`config.mk`:
```
export PLATFORM = sky130hd
export DESIGN_NAME = rnd_scheduler
export DESIGN_NICKNAME = d
export VERILOG_FILES = /design/src/rtl/pong_rnd_pkg.sv /design/src/rtl/rr_arbiter.sv /design/src/rtl/rnd_scheduler.sv
export VERILOG_INCLUDE_DIRS = /design/src /design/src/rtl
export SDC_FILE = /design/constraint.sdc
export NUM_CORES = 1
export LEC_CHECK = 0
export BUFFER_PORTS_ARGS = -buffer_cell sky130_fd_sc_hd__buf_4
export CELL_PAD_IN_SITES_DETAIL_PLACEMENT = 1
export CELL_PAD_IN_SITES_GLOBAL_PLACEMENT = 1
export CORE_MARGIN = 1.5
export CORE_UTILIZATION = 45
export CTS_BUF_LIST = sky130_fd_sc_hd__clkbuf_16
export DETAILED_ROUTE_END_ITERATION = 6
export PLACE_DENSITY = 0.93
export SETUP_SLACK_MARGIN = 0.2
export SKIP_CTS_REPAIR_TIMING = 1
export SLEW_MARGIN = 15
export SYNTH_ARGS = -nofsm -noshare
export SYNTH_HDL_FRONTEND = slang
export SYNTH_SLANG_ARGS = --single-unit
```
`constraint.sdc`:
```
create_clock -name clk_i -period 8.3 [get_ports clk_i]
set_input_delay 0.415 -clock clk_i [delete_from_list [all_inputs] [get_ports clk_i]]
set_output_delay 0.415 -clock clk_i [all_outputs]
set_load 0.01 [all_outputs]
```
`src/rtl/config.svh`:
```
// Build-wide random-source configuration shared by the scheduler and its package.
`ifndef RND_CONFIG_SVH
`define RND_CONFIG_SVH
`define RND_NUM_W 8
`define RND_SEED  8'hB5
`endif

```
`src/rtl/pong_rnd_pkg.sv`:
```
// Shared types and helpers for the random-number scheduler.
`include "config.svh"

package pong_rnd_pkg;
    localparam int W = `RND_NUM_W;

    typedef enum logic [1:0] {
        S_IDLE,
        S_DRAW,
        S_DONE
    } state_e;

    // Smallest all-ones value >= lim: smear the top set bit downwards.
    function automatic logic [W-1:0] mask_of(input logic [W-1:0] lim);
        logic [W-1:0] m;
        m = lim;
        for (int i = 0; i < W; i++) m = m | (m >> 1);
        return m;
    endfunction
endpackage

```
`src/rtl/rr_arbiter.sv`:
```
// Round-robin pick: first set request at or after ptr_i, wrapping past N-1.
module rr_arbiter #(
    parameter  int N  = 3,
    localparam int IW = (N > 1) ? $clog2(N) : 1
) (
    input  logic [N-1:0]  req_i,
    input  logic [IW-1:0] ptr_i,
    output logic [N-1:0]  gnt_o,
    output logic [IW-1:0] idx_o
);
    int j;

    // Walk offsets from farthest to nearest so the nearest hit is written last.
    always_comb begin
        gnt_o = '0;
        idx_o = '0;
        j     = 0;
        for (int k = N - 1; k >= 0; k--) begin
            j = int'(ptr_i) + k;
            if (j >= N) j = j - N;
            if (req_i[j]) begin
                gnt_o    = '0;
                gnt_o[j] = 1'b1;
                idx_o    = IW'(j);
            end
        end
    end
endmodule

```
`src/rtl/rnd_scheduler.sv`:
```
// Shares one LFSR among N_REQ requesters, returning a uniform draw in 0..limit
// by rejection sampling with a bounded number of attempts.
module rnd_scheduler
    import pong_rnd_pkg::*;
#(
    parameter int             N_REQ   = 3,
    parameter logic [W-1:0]   TAPS    = W'(5) << (W - 3),
    parameter int             MAX_TRY = 8
) (
    input  logic                 clk_i,
    input  logic                 rst_ni,
    input  logic [N_REQ-1:0]     req_i,
    input  logic [N_REQ*W-1:0]   limit_i,
    input  logic                 reseed_i,
    input  logic [W-1:0]         seed_i,
    output logic                 rnd_valid_o,
    output logic [N_REQ-1:0]     rnd_gnt_o,
    output logic [W-1:0]         rnd_o
);
    localparam int IW = (N_REQ > 1) ? $clog2(N_REQ) : 1;
    localparam int TW = $clog2(MAX_TRY + 1);

    state_e           state_q, state_d;
    logic [W-1:0]     lfsr_q, lfsr_d, lim_q, lim_d, rnd_q, rnd_d;
    logic [IW-1:0]    rr_ptr_q, rr_ptr_d, idx_q, idx_d;
    logic [TW-1:0]    try_q, try_d;
    logic [N_REQ-1:0] gsel_q, gsel_d, gnt_q, gnt_d;
    logic             valid_q, valid_d;

    logic [N_REQ-1:0] arb_gnt;
    logic [IW-1:0]    arb_idx;
    logic [W-1:0]     mask, cand;

    rr_arbiter #(.N(N_REQ)) u_arb (
        .req_i (req_i),
        .ptr_i (rr_ptr_q),
        .gnt_o (arb_gnt),
        .idx_o (arb_idx)
    );

    assign mask = mask_of(lim_q);
    assign cand = lfsr_q & mask;

    always_comb begin
        state_d  = state_q;
        lfsr_d   = lfsr_q;
        lim_d    = lim_q;
        rnd_d    = rnd_q;
        rr_ptr_d = rr_ptr_q;
        idx_d    = idx_q;
        try_d    = try_q;
        gsel_d   = gsel_q;
        gnt_d    = '0;
        valid_d  = 1'b0;
        case (state_q)
            S_IDLE: begin
                // A reseed cycle deliberately issues no grant.
                if (reseed_i) begin
                    lfsr_d = (seed_i == '0) ? W'(`RND_SEED) : seed_i;
                end else if (|req_i) begin
                    idx_d   = arb_idx;
                    gsel_d  = arb_gnt;
                    lim_d   = limit_i[arb_idx*W +: W];
                    try_d   = '0;
                    state_d = S_DRAW;
                end
            end
            S_DRAW: begin
                lfsr_d = {lfsr_q[W-2:0], ^(lfsr_q & TAPS)};
                if (cand <= lim_q) begin
                    rnd_d   = cand;
                    valid_d = 1'b1;
                    gnt_d   = gsel_q;
                    state_d = S_DONE;
                end else if (try_q == TW'(MAX_TRY - 1)) begin
                    // Dropping the top mask bit guarantees an in-range fallback.
                    rnd_d   = cand & (mask >> 1);
                    valid_d = 1'b1;
                    gnt_d   = gsel_q;
                    state_d = S_DONE;
                end else begin
                    try_d = try_q + 1'b1;
                end
            end
            S_DONE: begin
                rr_ptr_d = (idx_q == IW'(N_REQ - 1)) ? '0 : idx_q + 1'b1;
                state_d  = S_IDLE;
            end
            default: state_d = S_IDLE;
        endcase
    end

    always_ff @(posedge clk_i or negedge rst_ni) begin
        if (!rst_ni) begin
            state_q  <= S_IDLE;
            lfsr_q   <= W'(`RND_SEED);
            lim_q    <= '0;
            rnd_q    <= '0;
            rr_ptr_q <= '0;
            idx_q    <= '0;
            try_q    <= '0;
            gsel_q   <= '0;
            gnt_q    <= '0;
            valid_q  <= 1'b0;
        end else begin
            state_q  <= state_d;
            lfsr_q   <= lfsr_d;
            lim_q    <= lim_d;
            rnd_q    <= rnd_d;
            rr_ptr_q <= rr_ptr_d;
            idx_q    <= idx_d;
            try_q    <= try_d;
            gsel_q   <= gsel_d;
            gnt_q    <= gnt_d;
            valid_q  <= valid_d;
        end
    end

    assign rnd_valid_o = valid_q;
    assign rnd_gnt_o   = gnt_q;
    assign rnd_o       = rnd_q;
endmodule

```
=== Yosys cells after proc, flatten, opt, wreduce, memory -nomap -nowiden ===
Cells that the tools add are included.

* Register bits after elaboration: 41
* Input bits: 38
* Output and inout bits: 12
* Word-level logic and storage cells: 109

* $add $sub $neg: 7
* $lt $le $gt $ge: 10
* Equal/unequal tests: 10
* Shift-type cells: 1
* Multiplexer cells: 46
* Bitwise logic cells: 11
* Reduce and logical (&&, ||, !) cells: 14

{| class="wikitable"
|+ Operator list
! cell !! number
|-
| greater-or-equal comparator 32 x 1 -> 1 bit, second input constant || 3
|-
| < comparator 32 x 4 -> 1 bit, second input constant || 3
|-
| 2-to-1 mux 32 bit || 3
|-
| greater-or-equal comparator 32 x 3 -> 1 bit, second input constant || 2
|-
| OR 8 x 7 -> 8 bit || 8
|-
| subtractor 32 x 3 -> 32 bit, second input constant || 2
|-
| 2-to-1 mux 8 bit || 4
|-
| indexed part select 24 x 6 -> 8 bit || 1
|-
| 2-to-1 mux 3 bit || 6
|-
| 2-to-1 mux 2 bit || 8
|-
| 2-to-1 mux 4 bit || 4
|-
| case mux 8 bit (2 select lines) || 1
|-
| 2-to-1 mux 1 bit || 12
|-
| inequality test 2 bit, second input constant || 5
|-
| AND 8 x 7 -> 8 bit || 1
|-
| AND 8 bit || 1
|-
| less-or-equal comparator 8 bit || 1
|-
| zero test 8 bit || 1
|-
| case mux 4 bit (2 select lines) || 1
|-
| parity 8 bit || 1
|-
| binary-select mux 1 bit (select 2 bit) || 3
|-
| demux 1 bit (select 2 bit) || 3
|-
| AND reduction 3 bit || 2
|-
| AND reduction 5 bit || 1
|-
| other kinds (17) || 22
|}

=== Logic depth before layout (Yosys ltp) ===
* Word-level depth: 12
* Depth in mapped cells: 12
* Mapped depth without buffers: 11

=== Cells and area by module ===
From an unflattened synthesis, not the netlist that was laid out.

* Cell total of the unflattened synthesis: 267
* Area, all modules: 2447.3 sq um

{| class="wikitable"
|+ Modules (own cells, without submodules)
! module !! times used !! cells an instance !! area an instance (sq um) !! sequential area each (sq um)
|-
| rnd_scheduler || 1 || 230 || 2180.8 || 1032.2
|-
| rr_arbiter || 1 || 37 || 266.5 || 0.0
|}

=== Least setup slack after synthesis ===
No wires, ideal clock.

* Path type: flip-flop to flip-flop
* Start point: register lim_q[7]
* End point: register rnd_q[0], in the netlist rnd_o[0]
* Setup time: 0.125 ns
* Arrival: 2.610 ns
* Data required time: 8.175 ns
* Setup slack: 5.564 ns
* Cell stages (with the launch flop): 13
* Buffers on the path: 1
* Period minus slack after synthesis: 2.736 ns
* Cells stage by stage: dfrtp_1 -> nor2_1 -> nand4_1 -> o31a_1 -> ha_1 -> nor2b_1 -> o211ai_1 -> nand3b_1 -> and2_4 -> buf_6 -> a21o_4 -> clkinv_4 -> mux2_4

* Word-level cells in the longest chain between the ends: 12
* Elaborated cells between the ends (all ways): 15
* Those cells by class: 1 x order compare; 2 x mux; 10 x bitwise; 2 x reduce/logical

{| class="wikitable"
|+ Ends and longest elaborated chain
! element !! RTL line !! RTL
|-
| start, declared || rnd_scheduler.sv:24 || <nowiki>logic [W-1:0] lfsr_q, lfsr_d, lim_q, lim_d, rnd_q, rnd_d;</nowiki>
|-
| start signal, assigned || rnd_scheduler.sv:108 || <nowiki>lim_q <= lim_d;</nowiki>
|-
| OR 8 x 7 -> 8 bit (8 in series) || pong_rnd_pkg.sv:17 || <nowiki>for (int i = 0; i < W; i++) m = m | (m >> 1);</nowiki>
|-
| AND 8 bit || rnd_scheduler.sv:42 || <nowiki>assign cand = lfsr_q & mask;</nowiki>
|-
| less-or-equal comparator 8 bit or AND 8 x 7 -> 8 bit (tied branches) || rnd_scheduler.sv:70, rnd_scheduler.sv:77 ||
|-
| nonzero test 2 bit (no source line) or 2-to-1 mux 8 bit (tied branches) || - ||
|-
| AND reduction 2 bit (no source line) or 2-to-1 mux 8 bit (tied branches) || - ||
|-
| end signal, assigned || rnd_scheduler.sv:109 || <nowiki>rnd_q <= rnd_d;</nowiki>
|-
| end, declared || rnd_scheduler.sv:24 ||
|}

Several ways; a longest one is shown, not always the timed one. The select of a mux whose other input is x is not followed.
A chain may end at the register's enable or synchronous reset.

=== Final worst setup path ===
* Start point: register lim_q[7]
* End point: register rnd_q[1], in the netlist rnd_o[1]

Same word-level chain as after synthesis.

==> impl_results.md <==
* Final HPWL from detailed placement at 4780 um
* Nets at 351
* Count of routing violations after the opening detailed-route iteration at 96
* Number of storage elements in the synthesis netlist at 41
* Actual transition at the worst max-transition pin at 0.677 ns
* Static leakage at 1.42 nW
* Library cell occupying the most area in the post-synthesis netlist: sky130_fd_sc_hd__dfrtp_1
* Drt total wl at 6320 um
* Final critical-path share of the clock period at 0.365
* Switching power summed over all nets at around 500 uW
* Switch share at 0.423
* Clock skew at 0.00692 ns
* Max FO, Critical Path at 9
* Final count of negative-setup-slack endpoints at 0
* Most utilized layer in the global route result: met2
* Final TNS setup at 0 ns
* Final Wtd Congestion at 0.904
* Number of core rows at 26
* Number of I/O port buffers at 49
* Total of fill cells in the finished design at 594
* Global route overflow at 0
* Number of antenna violations at the first check in global routing at 0
* Proportion of power drawn by flip-flops and latches at 0.328
* Max Root-Sink Buffers at 2
* Width of the die at about 77 um
* Met1 routing resource usage after global routing at 0.292
* Critical-path cell list: nor2_1, nand4_1, o31a_1, ha_1, nor2b_1, o211ai_1, nand3b_1, and2_4, a21o_4, clkinv_4, mux2_4
* Drt pass-1 iters at 4
* Gate family responsible for the most delay along the worst path: simple AND/OR/NAND/NOR gates
* Global routing usage on met3 at 0.0512
* Vias in the first global route at 2222
* Post-route standard cell area excluding fillers at approximately 3000 um2
* PD cells at between 300 and 400 nW/um2
* Clock buffers created by TritonCTS at 5
* First-pass GRT wire length at about 11000 um
* Path type of the worst setup path: reg2reg
* Maximum number of pins on one net before global-route repair at 42
* Boundary Pins at 50
* Number of buffer and inverter instances along the worst setup path at 1
* Core outline area at 5170 um2
* Routed length per instance at 17.0 um
* Height of the die at 76.9 um
* Synth async-reset ratio at 1.00
* Tot GR Track Use at 0.229
* Data required time at the worst endpoint at 8.46 ns
* Predominant post-synthesis flop cell: sky130_fd_sc_hd__dfrtp_1
* Gate Count Post-Synth at about 250
* Proportion of layout cells with a drive suffix above 1 at 0.266
* Starting density of the core at 0.475
* Post-Synthesis Cell Area at roughly 2500 um2
* Count of vias placed by the detailed router at ~2100
* Endpoints failing hold at 0
* Slowest-stage cell, CP: sky130_fd_sc_hd__dfrtp_1
* Pins over their slew limit at 0
* Count of inserted antenna diode cells at 0
* Instance area at placement at 2880 um2
* Number of synthesized flops with an enable pin at 0
* Clock-pin slew on the worst setup and hold paths at 0.05 ns
* Mean instance size in the synthesized netlist at 9.68 um2
* Top cell types by occurrence after synthesis: 36 x sky130_fd_sc_hd__dfrtp_1, 34 x sky130_fd_sc_hd__nand2_1, 31 x sky130_fd_sc_hd__o21ai_0
* CP startpoint kind: flop
* CP Capture Type: flop
* Post-Syn Nets at 304
* Fraction of power consumed by the clock network at 0.150
* Cell with the most instances after synthesis: sky130_fd_sc_hd__dfrtp_1
* Post-layout min period at 3.03 ns
* Share of synthesized area occupied by flip-flops and latches at 0.420
* Largest stage delay on the critical path at 0.45 ns
* Remaining routing DRC violations at 0
* Cell-internal power at 683 uW
* Global routing met2 resource utilization at 0.396
* Synth-to-layout area growth at 22.5%
* Clock root cell: sky130_fd_sc_hd__clkbuf_16
* Max-capacitance violation count at 0
* Fraction of synthesized cell area taken by the top area cell type at 0.366
* Largest cells by area after synthesis: sky130_fd_sc_hd__dfrtp_1 37%, sky130_fd_sc_hd__o21ai_0 6.3%, sky130_fd_sc_hd__ha_1 6.1%
* Rel. slew slack at 0.547
* Maximum VDD drop at 0.159 mV
* RSZ-0062 raised after global routing: false
* Clock tree from TritonCTS: yes
* Result of the run: complete, no violations
* Number of clock sinks at just over 40
* Yosys cell types at 50
* Top achievable clock speed at 330 MHz
* Comb power frac at 0.522
* Worst hold path type: in2async
* Number of H-tree levels at 2
* Number of nets with antenna violations after detailed routing at 0
* Clock latency of the later-clocked register in the worst-skew pair at ~0.28 ns
* Synth warnings at 0
* Data arrival time of the worst path at 3.19 ns
* Vias per inst at 5.73
* Die Footprint at 5920 um2
-- worst register-to-register path: cells and delay by family, from the launching register on --
| family | cells | cell delay [ns] |
|---|---|---|
| AOI/OAI and AO/OA | 3 | 0.73 |
| adders and majority gates | 1 | 0.29 |
| buffers and inverters | 1 | 0.08 |
| DFF | 1 | 0.45 |
| muxes | 1 | 0.30 |
| and+or+nand+nor | 5 | 1.05 |
-- per-layer routing --
| metal | vias up | share of wire |
|---|---|---|
| met3 | 5 | 0.049 |
| met1 | 1053 | 0.46 |
| met5 | - | 0 |
| met2 | 61 | 0.48 |
| met4 | 0 | 0.0087 |
| li1 | 1007 | - |
-- cell type report --
type / instances / area [um2] / area share
Tap cell: 70 / 87.6 / 0.0291
Multi-Input combinational cell: 188 / 1320 / 0.439
Sequential cell: 41 / 1030 / 0.343
Clock buffer: 5 / 125 / 0.0415
Inverter: 15 / 61.3 / 0.0203
Clock inverter: 2 / 7.51 / 0.00249
Timing Repair Buffer: 50 / 375 / 0.125
-- per-stage QoR --
step / power [mW] / worst slack [ns] / instances / hold WS, ns / util
CTS: 1.19 / 5.27 / 371 / 0.118 / 0.582
finish: 1.18 / 5.27 / 371 / 0.0966 / 0.582
global route: 1.27 / 5.12 / 371 / 0.138 / 0.582
floorplan: 0.821 / 5.56 / 254 / 0.119 / -
global placement: 0.959 / 5.48 / 364 / 0.412 / 0.557
detailed placement: 0.995 / 5.34 / 364 / 0.416 / 0.557
-- path summary, 6_finish.rpt --
path | start | to | slack (ns) | depth (start not counted)
min reg2reg | gsel_q[2]$_DFFE_PN0P_ | rnd_gnt_o[2]$_DFF_PN0_ | 0.48 | 1
min | rst_ni | lim_q[5]$_DFFE_PN0P_ | 0.1 | 1
max in group asynchronous | rst_ni | lfsr_q[0]$_DFFE_PN1P_ | 7.84 | 1
max reg2reg | lim_q[7]$_DFFE_PN0P_ | rnd_o[1]$_DFFE_PN0P_ | 5.27 | 11
min in group clk_i | limit_i[19] | lim_q[3]$_DFFE_PN0P_ | 0.43 | 3
max | lim_q[7]$_DFFE_PN0P_ | rnd_o[1]$_DFFE_PN0P_ | 5.27 | 11
-- power groups by stage --
stage / registers [mW] / clock network [mW] / logic (mW)
5_1_grt: 0.401 / 0.187 / 0.685
6_report: 0.389 / 0.177 / 0.618
4_1_cts: 0.387 / 0.179 / 0.620
2_1_floorplan: 0.362 / 0 / 0.459
3_3_place_gp: 0.381 / 0 / 0.578
3_5_place_dp: 0.388 / 0 / 0.607
-- kinds of logic after synthesis --
logic type	synth area share
DFF	0.420
muxes	0.110
adders and majority gates	0.0651
buffers and inverters	0.0438
xor gates and xnor gates	0.00356
and+or+nand+nor	0.152
AOI/OAI and AO/OA	0.206
-- sequential cells by signal, summed over array words and instances, names as in the netlist --
register / cells
rnd_valid_o: 1
rnd_o: 8
rnd_gnt_o: 3
rr_ptr_q: 2
try_q: 4
lfsr_q: 8
idx_q: 2
state_q: 2
gsel_q: 3
lim_q: 8
-- cells in the final DEF, fill, tap and decap left out, drive strengths merged, types with 2 or more instances in the layout --
| cell type | instances |
|---|---|
| nor2 | 4 |
| o31ai | 5 |
| clkbuf | 5 |
| buf | 50 |
| mux2i | 11 |
| nand3 | 5 |
| ha | 12 |
| nand2b | 3 |
| o22ai | 6 |
| or4 | 2 |
| o21ai | 32 |
| nor3 | 3 |
| a21boi | 2 |
| o21bai | 2 |
| a21oi | 8 |
| and2 | 6 |
| nand4 | 4 |
| a31oi | 2 |
| inv | 15 |
| dfrtp | 36 |
| a32o | 4 |
| nand2 | 34 |
| dfstp | 5 |
| clkinv | 2 |
| mux2 | 13 |
| nor2b | 9 |
| a22oi | 2 |
No activity file was read; power rests on OpenSTA's default activity.
